### config.mk
export PLATFORM = sky130hd
export DESIGN_NAME = processor_param
export DESIGN_NICKNAME = d
export VERILOG_FILES = /design/src/rtl/proc_pkg.sv /design/src/rtl/proc_alu.sv /design/src/rtl/processor_param.sv
export SDC_FILE = /design/constraint.sdc
export NUM_CORES = 1
export LEC_CHECK = 0
export ABC_AREA = 0
export CORE_UTILIZATION = 55
export DETAILED_ROUTE_END_ITERATION = 12
export GPL_ROUTABILITY_DRIVEN = 0
export PLACE_DENSITY = 0.75
export SYNTH_ARGS = -nofsm -noshare
export SYNTH_HDL_FRONTEND = slang
export SYNTH_SLANG_ARGS = --single-unit
### constraint.sdc
create_clock -name clk -period 4.6 [get_ports clk]
set_clock_uncertainty 0.15 [all_clocks]
set_input_delay 0.69 -clock clk [delete_from_list [all_inputs] [get_ports clk]]
set_output_delay 0.69 -clock clk [all_outputs]
set_load 0.02 [all_outputs]
### src/rtl/proc_pkg.sv
// Shared opcodes, FSM state type and flag bit positions for the parametrised core.
package proc_pkg;

  localparam logic [3:0] OP_NOP = 4'h0;
  localparam logic [3:0] OP_LDI = 4'h1;
  localparam logic [3:0] OP_LDR = 4'h2;
  localparam logic [3:0] OP_STR = 4'h3;
  localparam logic [3:0] OP_ADD = 4'h4;
  localparam logic [3:0] OP_SUB = 4'h5;
  localparam logic [3:0] OP_AND = 4'h6;
  localparam logic [3:0] OP_OR  = 4'h7;
  localparam logic [3:0] OP_XOR = 4'h8;
  localparam logic [3:0] OP_SHL = 4'h9;
  localparam logic [3:0] OP_SHR = 4'hA;
  localparam logic [3:0] OP_JMP = 4'hB;
  localparam logic [3:0] OP_JZ  = 4'hC;
  localparam logic [3:0] OP_JC  = 4'hD;
  localparam logic [3:0] OP_JR  = 4'hE;
  localparam logic [3:0] OP_HLT = 4'hF;

  typedef enum logic [1:0] {
    FETCH,
    EXEC,
    HALT
  } state_e;

  localparam int unsigned FLAG_C = 1;
  localparam int unsigned FLAG_Z = 0;

endpackage

### src/rtl/proc_alu.sv
// Combinational ALU for opcodes ADD..SHR; other opcodes yield zero result and carry.
module proc_alu
  import proc_pkg::*;
#(
  parameter int unsigned DATA_W = 8
) (
  input  logic [DATA_W-1:0] a,
  input  logic [DATA_W-1:0] b,
  input  logic [3:0]        opcode,
  output logic [DATA_W-1:0] result,
  output logic              carry,
  output logic              zero
);

  // Result and carry/borrow per opcode; C is cleared for the logic ops.
  always_comb begin
    result = '0;
    carry  = 1'b0;
    case (opcode)
      OP_ADD: {carry, result} = {1'b0, a} + {1'b0, b};
      // Extra top bit of the widened difference is the borrow.
      OP_SUB: {carry, result} = {1'b0, a} - {1'b0, b};
      OP_AND: result = a & b;
      OP_OR:  result = a | b;
      OP_XOR: result = a ^ b;
      OP_SHL: begin
        carry  = a[DATA_W-1];
        result = {a[DATA_W-2:0], 1'b0};
      end
      OP_SHR: begin
        carry  = a[0];
        result = {1'b0, a[DATA_W-1:1]};
      end
      default: begin
        result = '0;
        carry  = 1'b0;
      end
    endcase
  end

  assign zero = (result == '0);

endmodule

### src/rtl/processor_param.sv
// Width-generic accumulator core: fetch handshake, IR, PC, accumulator, flags, register file.
module processor_param
  import proc_pkg::*;
#(
  parameter int unsigned DATA_W  = 8,
  parameter int unsigned ADDR_W  = 8,
  parameter int unsigned RADDR_W = 4
) (
  input  logic                 clk,
  input  logic                 CLB,
  input  logic [RADDR_W+3:0]   inst,
  input  logic                 inst_valid,
  output logic                 inst_ready,
  output logic [ADDR_W-1:0]    pc,
  output logic [DATA_W-1:0]    acc,
  output logic [1:0]           flags,
  output logic                 halted
);

  localparam int unsigned NumRegs = 2 ** RADDR_W;
  // Overlapping widths for zero-extension / truncation of immediates and JR targets.
  localparam int unsigned ImmDW = (RADDR_W < DATA_W) ? RADDR_W : DATA_W;
  localparam int unsigned ImmAW = (RADDR_W < ADDR_W) ? RADDR_W : ADDR_W;
  localparam int unsigned JrW   = (DATA_W < ADDR_W) ? DATA_W : ADDR_W;

  state_e               state_q, state_d;
  logic [RADDR_W+3:0]   ir_q, ir_d;
  logic [ADDR_W-1:0]    pc_q, pc_d;
  logic [DATA_W-1:0]    acc_q, acc_d;
  logic [1:0]           flags_q, flags_d;
  logic [DATA_W-1:0]    regs_q [NumRegs];
  logic                 reg_we;

  logic [3:0]           opcode;
  logic [RADDR_W-1:0]   n;
  logic [DATA_W-1:0]    rdata;
  logic [DATA_W-1:0]    imm_data;
  logic [ADDR_W-1:0]    imm_addr;
  logic [ADDR_W-1:0]    jr_target;
  logic [DATA_W-1:0]    alu_result;
  logic                 alu_carry;
  logic                 alu_zero;

  assign opcode    = ir_q[RADDR_W+3 -: 4];
  assign n         = ir_q[RADDR_W-1:0];
  assign rdata     = regs_q[n];
  assign imm_data  = DATA_W'(n[ImmDW-1:0]);
  assign imm_addr  = ADDR_W'(n[ImmAW-1:0]);
  assign jr_target = ADDR_W'(rdata[JrW-1:0]);

  proc_alu #(
    .DATA_W (DATA_W)
  ) u_alu (
    .a      (acc_q),
    .b      (rdata),
    .opcode (opcode),
    .result (alu_result),
    .carry  (alu_carry),
    .zero   (alu_zero)
  );

  // FSM state register.
  always_ff @(posedge clk or negedge CLB) begin
    if (!CLB) begin
      state_q <= FETCH;
    end else begin
      state_q <= state_d;
    end
  end

  // FSM next state: accept on valid, execute once, HALT is absorbing.
  always_comb begin
    state_d = state_q;
    unique case (state_q)
      FETCH:   if (inst_valid) state_d = EXEC;
      EXEC:    state_d = (opcode == OP_HLT) ? HALT : FETCH;
      HALT:    state_d = HALT;
      default: state_d = FETCH;
    endcase
  end

  // FSM outputs decoded straight from state.
  always_comb begin
    inst_ready = (state_q == FETCH);
    halted     = (state_q == HALT);
  end

  // Datapath next state: IR latches on accept, everything else changes only in EXEC.
  always_comb begin
    ir_d    = ir_q;
    pc_d    = pc_q;
    acc_d   = acc_q;
    flags_d = flags_q;
    reg_we  = 1'b0;
    if (state_q == FETCH && inst_valid) begin
      ir_d = inst;
    end
    if (state_q == EXEC) begin
      pc_d = pc_q + ADDR_W'(1);
      case (opcode)
        OP_LDI: acc_d = imm_data;
        OP_LDR: acc_d = rdata;
        OP_STR: reg_we = 1'b1;
        OP_ADD, OP_SUB, OP_AND, OP_OR, OP_XOR, OP_SHL, OP_SHR: begin
          acc_d           = alu_result;
          flags_d[FLAG_C] = alu_carry;
          flags_d[FLAG_Z] = alu_zero;
        end
        // Conditional jumps look only at the registered flags.
        OP_JMP: pc_d = imm_addr;
        OP_JZ:  if (flags_q[FLAG_Z]) pc_d = imm_addr;
        OP_JC:  if (flags_q[FLAG_C]) pc_d = imm_addr;
        OP_JR:  pc_d = jr_target;
        OP_HLT: pc_d = pc_q;
        default: ;
      endcase
    end
  end

  // Architectural state registers.
  always_ff @(posedge clk or negedge CLB) begin
    if (!CLB) begin
      ir_q    <= '0;
      pc_q    <= '0;
      acc_q   <= '0;
      flags_q <= '0;
    end else begin
      ir_q    <= ir_d;
      pc_q    <= pc_d;
      acc_q   <= acc_d;
      flags_q <= flags_d;
    end
  end

  // Register file: single write port driven by STR.
  always_ff @(posedge clk or negedge CLB) begin
    if (!CLB) begin
      for (int i = 0; i < NumRegs; i++) begin
        regs_q[i] <= '0;
      end
    end else if (reg_we) begin
      regs_q[n] <= acc_q;
    end
  end

  assign pc    = pc_q;
  assign acc   = acc_q;
  assign flags = flags_q;

endmodule
Word-level counts from Yosys, hierarchy flattened
Cells that the tools add are included.
{"block": "totals", "ff_bits": 156}
{"block": "classes", "n_eq_ne": 18, "order_cmp": 2, "n_mux": 17, "reduce_logical": 9, "n_bitwise": 5, "addsub": 3}
{"cell": "$bwmux 128", "n": 1}
{"cell": "$pmux 8 s7", "n": 1}
{"cell": "$mux 8", "n": 5}
{"cell": "$pmux 8 s5", "n": 1}
{"cell": "$bmux 8 s4", "n": 1}
{"cell": "$demux 8 s4", "n": 1}
{"cell": "$eq 4x4->1 const B", "n": 8}
{"cell": "$pmux 8 s3", "n": 1}
{"cell": "$eq 4x3->1 const B", "n": 4}
{"cell": "$add 8x8->9", "n": 1}
{"cell": "$sub 8x8->9", "n": 1}
{"cell": "$add 8x1->8 const B", "n": 1}
{"cell": "$and 8x8->8", "n": 1}
{"cell": "$eq 4x2->1 const B", "n": 2}
{"cell": "$logic_not 8->1", "n": 1}
{"cell": "$or 8x8->8", "n": 1}
{"cell": "$xor 8x8->8", "n": 1}
{"cell": "$reduce_or 7->1", "n": 1}
{"cell": "$pmux 2 s3", "n": 1}
{"cell": "$reduce_and 2->1", "n": 3}
{"cell": "$ge 5x5->1 const B", "n": 1}
{"cell": "$lt 5x1->1 const B", "n": 1}
{"cell": "$not 4->5", "n": 1}
{"cell": "$eq 4x1->1 const B", "n": 1}
{"cell": "other kinds (10)", "n": 13}

Longest topological paths before layout
{"block": "logic_depth", "depth_word": 7, "depth_mapped": 12, "mapped_depth_nobuf": 11}

Modules after synthesis
Synthesis repeated with hierarchy kept, for this count alone.
{"block": "hier_totals", "cells_unflattened": 780, "area_unflattened_um2": 8963.6}
{"module": "processor_param", "area_per_inst_um2": 7512.2, "cells_per_inst": 571, "instances": 1}
{"module": "proc_alu", "area_per_inst_um2": 1451.4, "cells_per_inst": 209, "instances": 1}

Worst setup path before layout
Ideal clock, no wire load.
{"block": "synth_timing", "path_kind": "register to register", "start": "register ir_q[0]", "end": "register flags_q[0], in the netlist flags[0]", "n_path_buf": 2, "setup_ns": 0.120, "path_stages_with_launch": 13, "arrival_ns": 3.203, "setup_slack_ns": 1.127, "cell_sequence": "dfrtp_1 > buf_2 > mux4_2 > mux4_2 > inv_1 > ha_1 > clkbuf_1 > nor2_1 > o31ai_1 > or4b_1 > nor4_1 > nor3b_1 > a41o_1"}
{"block": "synth_between", "elab_chain_cells": 7}
{"element": "from (decl)", "line_no": "processor_param.sv:27", "rtl": "logic [RADDR_W+3:0] ir_q, ir_d;"}
{"element": "from (signal assigned)", "line_no": "processor_param.sv:128", "rtl": "ir_q <= ir_d;"}
{"element": "$not 4->5 (implied by the code) *", "line_no": "processor_param.sv:46", "rtl": "assign rdata = regs_q[n];"}
{"element": "$bmux 8 s4 *", "line_no": "processor_param.sv:46"}
{"element": "$mux 8 (implied by the code) * (2 in a row)", "line_no": "processor_param.sv:46"}
{"element": "$sub 8x8->9 (tied with other cells)", "line_no": "proc_alu.sv:22", "rtl": "OP_SUB: {carry, result} = {1'b0, a} - {1'b0, b};"}
{"element": "$pmux 8 s7 *", "line_no": "proc_alu.sv:19", "rtl": "case (opcode)"}
{"element": "$logic_not 8->1 *", "line_no": "proc_alu.sv:41", "rtl": "assign zero = (result == '0);"}
{"element": "to (signal assigned)", "line_no": "processor_param.sv:131", "rtl": "flags_q <= flags_d;"}
{"element": "to (decl)", "line_no": "processor_param.sv:30", "rtl": "logic [1:0] flags_q, flags_d;"}
Every way passes the cells marked *; elsewhere a longest branch is shown, timed or not. The select of a mux whose other input is x is not followed.
A chain may end at the register's enable or synchronous reset.

Worst setup path in the final report
{"block": "layout_timing", "start": "register ir_q[0]", "end": "register acc_q[7], in the netlist acc[7]"}
{"block": "layout_between", "elab_chain_cells": 7}
{"element": "$not 4->5 (implied by the code) *", "line_no": "processor_param.sv:46"}
{"element": "$bmux 8 s4 *", "line_no": "processor_param.sv:46"}
{"element": "$mux 8 (implied by the code) * (2 in a row)", "line_no": "processor_param.sv:46"}
{"element": "$sub 8x8->9 (tied with other cells)", "line_no": "proc_alu.sv:22"}
{"element": "$pmux 8 s7", "line_no": "proc_alu.sv:19"}
{"element": "$pmux 8 s3 *", "line_no": "processor_param.sv:100", "rtl": "case (opcode)"}
{"element": "to (signal assigned)", "line_no": "processor_param.sv:125", "rtl": "acc_q <= '0;"}
{"element": "to (signal assigned)", "line_no": "processor_param.sv:130", "rtl": "acc_q <= acc_d;"}
{"element": "to (decl)", "line_no": "processor_param.sv:29", "rtl": "logic [DATA_W-1:0] acc_q, acc_d;"}
Marks and branches as above.

==> run metrics <==
fin crit share=92.7%; GRT busiest layer=met2; commonest non-fill, non-tap cell in the layout=dfrtp_1; # rows=45; core area=0.0153 mm^2; Post-synth ARST share=100%; # resized after CTS=0; TritonCTS Sinks=156; Synth Instances=755; worst path cell trace=buf_4 > mux4_2 > mux4_2 > inv_1 > ha_1 > nand3_1 > o22ai_1 > o22ai_1 > a211o_1 > nor3b_1 > a31oi_1; total grt overflow=0; slew at the pin closest to its max-slew limit=1.31 ns; Critical Path Fanout Max=19; FILL cells=1,178; GR Util met3=5.57%; crit path time final=4.27 ns; Iteration-0 DRC Markers=777; final wirelength=21,700 um; I/O pin cnt=31; first-pass GRT wire length=35,300 um; Hold WC Path Type=input pin to asynchronous set/reset pin; setup bufs post-CTS=0; Vias/cell=6.39; Clock Path Buffers=2; fmax=234 MHz; Max H-tree Level=4; Max-cap violations=0; pwr dens=599 mW/mm^2; Final Max Tran Viols=0; register bit total from synthesis=156; main flop type after synthesis=dfrtp_1; setup TNS=0 ns; Switching Share=38.9%; die height=127 um; CP max stage cell=dfrtp_2; WP buf/inv=2; Root Buffer=clkbuf_16; # setup viols final=0; Worst slew margin=11.8%; initial antenna violation count=0; RSZ-0062 raised after global routing=no; gr usage total=29.0%; Comb power frac=38.4%; via count=6,335; die area=0.0162 mm^2; FF-to-FF Start=ir_q[0]; Starting Density=56.5%; layout net count=810; P_leak=4.26 nW; critical path data arrival time=4.35 ns; Final Power=5.79 mW; Clk Latency, worst-skew pair=0.42 ns; most frequent cells in the layout=155 x dfrtp_1, 88 x mux2_2, 70 x nand2_1; Antenna diodes=0; post-synth cell types=64; DRT antenna net count=0; Clock Pin Slew Worst Setup and Hold Paths=0.06 ns; EDFF count, synth=0; Crit path largest cell delay=0.74 ns; Startpoint Class=flip-flop; post-DP HPWL=14,800 um; sequential cell fraction of total power=36.8%; largest net degree at the start of global routing=112; syn avg cell area=11.4 um^2; area delta synth->final=12.1%; Clock power frac=24.7%; vias in the first global route=6,444; CTS Buf Count=17; WL/cell=21.9 um; share of layout cells above drive strength 1=24.4%; GRT met1 Usage=36.5%; Critical Path End Type=flip-flop; Net Count, Synth=797; outcome=finished clean; Worst VDD drop=0.000365 V; CP delay by family, top=multiplexers; Synthesis Warnings=0; Die W=127 um; GRT met2 Usage=46.8%; switching pwr=2.25 mW; Post-CTS Hold Fix Bufs=0; CTS tree=built; DRC=0; worst setup path start=ir_q[0]; Buffers on Ports=30; Data required, critical path=4.68 ns; Syn Std Cell Area=0.00861 mm^2; DR pass1 iterations=6; Seq/Total Area, Yosys=45.3%; Setup CP Type=flip-flop to flip-flop; internal power=3.54 mW; Final Hold Fails=0
flip-flops by register name (all words and copies together), names as in the netlist:
name and cells:
ir_q 8, flags 2, regs_q 128, state_q 2, pc 8, acc 8
metal layers:
layer  share of wire, %  vias to the layer above
met5                  0                        -
met4                5.6                        0
met3                6.7                       90
met2                 48                      313
met1                 40                     3150
li1                   -                     2782
cells in the mapped netlist, types with 5 or more instances:
cell type	n	area [um^2]
a21oi_1	24	120
a221oi_1	9	78.8
a31oi_1	5	31.3
buf_1	6	22.5
buf_2	11	55.1
clkbuf_1	25	93.8
dfrtp_1	156	3900
ha_1	29	363
inv_1	27	101
mux2_2	88	991
mux2i_1	5	50.1
mux4_2	40	901
nand2_1	70	263
nand2b_1	11	68.8
nand3_1	7	35.0
nor2_1	30	113
nor2_2	9	56.3
nor2b_1	14	87.6
nor3_1	15	75.1
nor3b_1	5	37.5
o21ai_0	66	330
o21ai_1	12	60.1
o22ai_1	9	56.3
xnor2_1	6	52.6
worst register-to-register path, delay by kind of cell, from the launching register on:
kind / cells / cell delay, ns
simple gates: 2 / 0.39
mux: 2 / 1.07
fa+ha+maj: 1 / 0.26
buf+inv: 2 / 0.54
flops: 1 / 0.74
compound gates: 4 / 0.91
through the flow:
step | util (%) | cell area [um^2] | hold slack [ns] | setup WS, ns | instances
after floorplan | - | 8610 | 0.244 | 1.13 | 755
after global placement | 59.3 | 9050 | 0.306 | 0.480 | 960
after detailed placement | 59.3 | 9050 | 0.318 | 0.412 | 960
after CTS | 63.3 | 9660 | 0.291 | 0.394 | 991
after global routing | 63.3 | 9660 | 0.326 | 0.0820 | 991
final | 63.3 | 9660 | 0.218 | 0.334 | 991
worst paths after layout:
check	to	slack (ns)	cells after the start
max reg2reg	acc[7]	0.33	11
min	regs_q[126]	0.22	1
max in group asynchronous	regs_q[80]	3.10	2
max	acc[7]	0.33	11
min in group clk	regs_q[88]	0.33	2
min reg2reg	regs_q[88]	0.33	2
area by class of cell:
| type | instances | area (um^2) | area share (%) |
|---|---|---|---|
| Clock buffer | 23 | 508 | 5.26 |
| Clock inverter | 8 | 105 | 1.09 |
| Inverter | 27 | 101 | 1.05 |
| Multi-Input combinational cell | 525 | 4390 | 45.5 |
| Sequential cell | 156 | 3910 | 40.4 |
| Tap cell | 211 | 264 | 2.73 |
| Timing Repair Buffer | 41 | 384 | 3.98 |
cells by family (layout without fill, tap and decap cells):
| group | Yosys count | count (layout) | share of synthesized area [%] |
|---|---|---|---|
| buf+inv | 74 | 99 | 3.69 |
| mux | 133 | 133 | 22.5 |
| fa+ha+maj | 31 | 31 | 4.68 |
| simple gates | 193 | 193 | 11.6 |
| flops | 156 | 156 | 45.3 |
| compound gates | 160 | 160 | 11.3 |
| xor+xnor | 8 | 8 | 0.813 |
power groups by stage:
stage	logic [mW]	clock network, mW	registers (mW)
4_1_cts	2.19	1.45	2.12
5_1_grt	2.41	1.51	2.19
3_5_place_dp	2.17	0	2.14
3_3_place_gp	2.12	0	2.11
2_1_floorplan	1.71	0	1.92
6_report	2.22	1.43	2.13
(Power assumes the default switching activity.)
